$ cat config.mk
export PLATFORM = sky130hd
export DESIGN_NAME = exc_redirect_ctrl
export DESIGN_NICKNAME = d
export VERILOG_FILES = /design/src/rtl/exc_redirect_ctrl.sv
export SDC_FILE = /design/constraint.sdc
export NUM_CORES = 1
export LEC_CHECK = 0
export ABC_AREA = 1
export BUFFER_PORTS_ARGS = -buffer_cell sky130_fd_sc_hd__buf_2
export CORE_MARGIN = 8
export CORE_UTILIZATION = 53
export CTS_CLUSTER_SIZE = 12
export DETAILED_ROUTE_END_ITERATION = 7
export GPL_ROUTABILITY_DRIVEN = 0
export PLACE_DENSITY_LB_ADDON = 0.3
export SLEW_MARGIN = 20
export SYNTH_ARGS = -nofsm -noshare
export SYNTH_HDL_FRONTEND = slang
export SYNTH_SLANG_ARGS = --single-unit
$ cat constraint.sdc
create_clock -name clk -period 9.9 [get_ports clk]
set_input_delay 0.99 -clock clk [delete_from_list [all_inputs] [get_ports clk]]
set_output_delay 0.99 -clock clk [all_outputs]
set_load 0.03 [all_outputs]
$ cat src/rtl/exc_redirect_ctrl.sv
// Exception/ERET sequencer: flushes the pipe, updates or reads EPC over
// the shared CP0 port, and redirects IF. Grants ID mfc0 reads when idle.
module exc_redirect_ctrl #(
  parameter logic [31:0] EX_VEC   = 32'hbfc00380,
  parameter logic [4:0]  EPC_ADDR = 5'd14
) (
  input  logic        clk,
  input  logic        reset,
  input  logic        ws_ex,
  input  logic        ws_eret,
  input  logic [31:0] ws_pc,
  input  logic        ws_bd,
  input  logic        mfc0_req,
  input  logic [4:0]  mfc0_raddr,
  output logic        mfc0_gnt,
  output logic        mfc0_rvalid,
  output logic [31:0] mfc0_rdata,
  output logic [4:0]  cp0_raddr,
  input  logic [31:0] cp0_rdata,
  output logic        cp0_we,
  output logic [4:0]  cp0_waddr,
  output logic [31:0] cp0_wdata,
  output logic        flush,
  output logic        redirect_valid,
  output logic [31:0] redirect_pc,
  input  logic        redirect_ready,
  output logic        busy
);

  typedef enum logic [1:0] {
    IDLE,
    EX_WR,
    ERET_RD,
    REDIRECT
  } state_t;

  state_t state;
  logic   idle;

  assign idle = (state == IDLE);

  // reset gating keeps the grant low while the async reset is held
  assign mfc0_gnt = ~reset & mfc0_req & idle & ~ws_ex & ~ws_eret;

  always_comb begin
    cp0_raddr = 5'd31;
    if (mfc0_gnt)
      cp0_raddr = mfc0_raddr;
    else if (state == ERET_RD)
      cp0_raddr = EPC_ADDR;
  end

  always_ff @(posedge clk or posedge reset) begin
    if (reset) begin
      state          <= IDLE;
      flush          <= 1'b0;
      busy           <= 1'b0;
      redirect_valid <= 1'b0;
      redirect_pc    <= 32'd0;
      cp0_we         <= 1'b0;
      cp0_waddr      <= 5'd31;
      cp0_wdata      <= 32'd0;
      mfc0_rvalid    <= 1'b0;
      mfc0_rdata     <= 32'd0;
    end else begin
      mfc0_rvalid <= mfc0_gnt;
      if (mfc0_gnt)
        mfc0_rdata <= cp0_rdata;
      unique case (state)
        IDLE: begin
          if (ws_ex) begin
            state     <= EX_WR;
            flush     <= 1'b1;
            busy      <= 1'b1;
            cp0_we    <= 1'b1;
            cp0_waddr <= EPC_ADDR;
            // EPC points at the branch when the fault sits in its slot
            cp0_wdata <= ws_bd ? ws_pc - 32'd4 : ws_pc;
          end else if (ws_eret) begin
            state <= ERET_RD;
            flush <= 1'b1;
            busy  <= 1'b1;
          end
        end
        EX_WR: begin
          state          <= REDIRECT;
          cp0_we         <= 1'b0;
          cp0_waddr      <= 5'd31;
          cp0_wdata      <= 32'd0;
          redirect_pc    <= EX_VEC;
          redirect_valid <= 1'b1;
        end
        ERET_RD: begin
          state          <= REDIRECT;
          redirect_pc    <= cp0_rdata;
          redirect_valid <= 1'b1;
        end
        REDIRECT: begin
          if (redirect_ready) begin
            state          <= IDLE;
            redirect_valid <= 1'b0;
            flush          <= 1'b0;
            busy           <= 1'b0;
          end
        end
        default: state <= IDLE;
      endcase
    end
  end

endmodule

==> results by group <==
Yosys
  • Netlist cell types: 29
  • Number of synthesized flops with an enable pin: 0
  • Avg Cell Area, Syn: 7.84 µm²
  • Synth async-reset ratio: 100%
  • Seq/Total Area, Yosys: 50.9%
  • Largest area contributor in the netlist: dfrtp_1
  • Largest cells by area after synthesis: dfrtp_1 50%, nand2_1 13%, inv_1 6.2%
  • Most frequent cell after synthesis: nand2_1
  • Cells after synthesis: 646
  • Synth warn: 0
  • Syn Std Cell Area: around 5100 µm²
  • Synth top area share: 50.4%
  • Top post-synthesis cells by count: 175 x nand2_1, 102 x dfrtp_1, 84 x inv_1
  • Prevailing post-synth register cell: dfrtp_1
  • Seq cells post-synth: 103

Power and ir drop
  • Peak VDD IR: around 0.00012 V
  • PwrDens: 301 nW/µm²
  • Leakage: 3.47 nW

Critical path
  • Type of origin of the critical path: flip-flop
  • CP max FO: 68
  • Worst EP required: ~8.9 ns
  • WP data arrival: 2.68 ns
  • Worst R2R Path Depth: 5
  • Slowest cell on the critical path: buf_4
  • Worst path cell trace: inv_1 -> ha_1 -> nand2_1 -> inv_2 -> nand3_2 -> buf_4 -> inv_1 -> or2_2 -> nand2_1 -> buf_2
  • CP Capture Type: output port
  • Critical path class: flip-flop to output port
  • CP max stage delay: about 0.5 ns

Layout
  • Fillers: 841
  • Area delta synth->final: 23.2%
  • Fin area: 6240 µm²
  • Total Nets Final: between 900 and 1000
  • Final Instance Count excl. Fillers: 955
  • Layout cells sized above 1: 30.4%
  • N_diodes: 0

Clock network
  • Number of clock sinks: 103
  • Clk slew on worst S/H paths: approximately 0.11 ns
  • Post-CTS Hold Buffers: 0
  • Clk Tree Root Cell: clkbuf_8
  • CTS tree: done
  • Maximum root-to-sink buffer count: 2
  • Num CTS Buffers: 9
  • H-tree levels: 3
  • Clk_lat worst skew: 0.37 ns
  • Post-cts resize count: 0
  • Post-CTS Setup Bufs: 0

Routing
  • Routed WL: 14400 µm
  • Vias: 4870
  • Initial DRC count: between 200 and 300
  • First-pass detailed-route iteration total: 5
  • Wire per inst: 15.1 µm
  • Via/cell ratio: 5.10
  • Detailed-route DRC error count: 0
  • ANT nets after route: 0

STA
  • Fmax achieved: 273 MHz
  • Slew margin rel.: 51.7%
  • Setup TNS: 0 ns
  • Crit share post-route: 37.1%
  • Skew final: 0.0131 ns
  • RSZ-0062 raised after global routing: no
  • Final hold vios: 0
  • Tmin final: about 3.7 ns
  • Setup Viol. Count Final: 0
  • Worst Tran Pin Value: 0.724 ns
  • Slew Limit Fails: 0

Job
  • Max-cap check violation count: 0

Floorplanning
  • Die W: 114 µm
  • Core area: roughly 9200 µm²
  • DIE AREA: 12900 µm²
  • Initial core utilization: 54.8%
  • I/O pin total: 188
  • Rows: 35
  • DIE HEIGHT: 114 µm

Status
  • Status: completed

GRT
  • First-pass GRT wire length: 23700 µm
  • Vias in the first global route: 4922
  • Gr usage total: 22.4%
  • Largest net degree at the start of global routing: 85
  • Initial antenna violation count: 0
  • GRT overflow: 0

Worst hold path
  • Hold Path Stages: 2
  • Min-delay worst type: flip-flop to flip-flop

Place
  • Placed cell areas: 6040 µm²
  • Placed Cells incl. Taps: 939
  • Post-DP HPWL: about 11000 µm
  • Port Buffers: 184
-- stage by stage --
stage                     total power, W  utilization, %  setup slack [ns]  hold slack, ns
after floorplan                  0.00134               -              4.74           0.561
after global placement           0.00161            65.3              6.30           0.458
after detailed placement         0.00164            65.3              6.25           0.462
after CTS                        0.00190            67.5              6.20           0.487
after global routing             0.00200            67.5              6.06           0.508
final                            0.00188            67.5              6.23           0.481
-- kinds of logic after synthesis --
group | synth area share [%]
and+or+nand+nor | 26.9
buffers and inverters | 9.93
AOI/OAI and AO/OA | 11.0
DFF | 50.9
adders and majority gates | 1.23
other | 0.0740
-- flip-flops by register name, summed over array words and instances, names as in the netlist --
signal and flops:
mfc0_rdata 32, state 2, mfc0_rvalid 1, busy 1
cp0_we 1, redirect_valid 1, cp0_wdata 32, cp0_waddr 1
redirect_pc 32
-- power breakdown --
part / total, W / internal, W / switching (W)
registers: 0.000690 / 0.000592 / 0.0000984
clock network: 0.000258 / 0.0000998 / 0.000159
logic: 0.000928 / 0.000242 / 0.000686
-- cells in the final DEF, fill, tap and decap left out, drive strengths merged, types with 9 or more instances in the layout --
master	instances
clkbuf	9
inv	100
nand2	182
o21ai	84
dfrtp	102
a21oi	18
nand3	35
buf	186
nor2	79
-- worst paths after layout --
| path | startpoint | endpoint | slack (ns) |
|---|---|---|---|
| min reg2reg | cp0_we$_DFFE_PP0P_ | cp0_we$_DFFE_PP0P_ | 0.48 |
| min | cp0_we$_DFFE_PP0P_ | cp0_we$_DFFE_PP0P_ | 0.48 |
| max | state[0]$_DFFE_PP0P_ | cp0_raddr[4] | 6.23 |
| min in group asynchronous | reset | cp0_wdata[29]$_DFFE_PP0P_ | 0.57 |
| max reg2reg | state[0]$_DFFE_PP0P_ | redirect_pc[27]$_DFFE_PP0P_ | 7.48 |
| max in group asynchronous | reset | cp0_wdata[13]$_DFFE_PP0P_ | 8.33 |
-- final cells by class --
class | instances | area (µm²) | share of cell area (%)
Clock inverter | 7 | 75.1 | 1.20
Tap cell | 129 | 161 | 2.59
Inverter | 97 | 369 | 5.91
Sequential cell | 103 | 2580 | 41.3
Multi-Input combinational cell | 424 | 1990 | 31.9
Clock buffer | 9 | 124 | 1.98
Timing Repair Buffer | 186 | 940 | 15.1
-- routing by layer --
metal / up-vias / global-route usage (%) / routed length, µm
li1: 2359 / - / -
met4: 0 / 8.16 / 248
met2: 232 / 39.2 / 7170
met3: 25 / 4.91 / 1220
met5: - / 0 / 0
met1: 2254 / 26.3 / 5730
-- critical path, delay by kind of cell, from the launching register on --
| family | cells | cell delay [ns] |
|---|---|---|
| buffers and inverters | 5 | 1.03 |
| AND/OR/NAND/NOR | 4 | 0.59 |
| flip-flops | 1 | 0.42 |
| adder cells (fa/ha/maj) | 1 | 0.27 |
No activity file was read; power rests on OpenSTA's default activity.
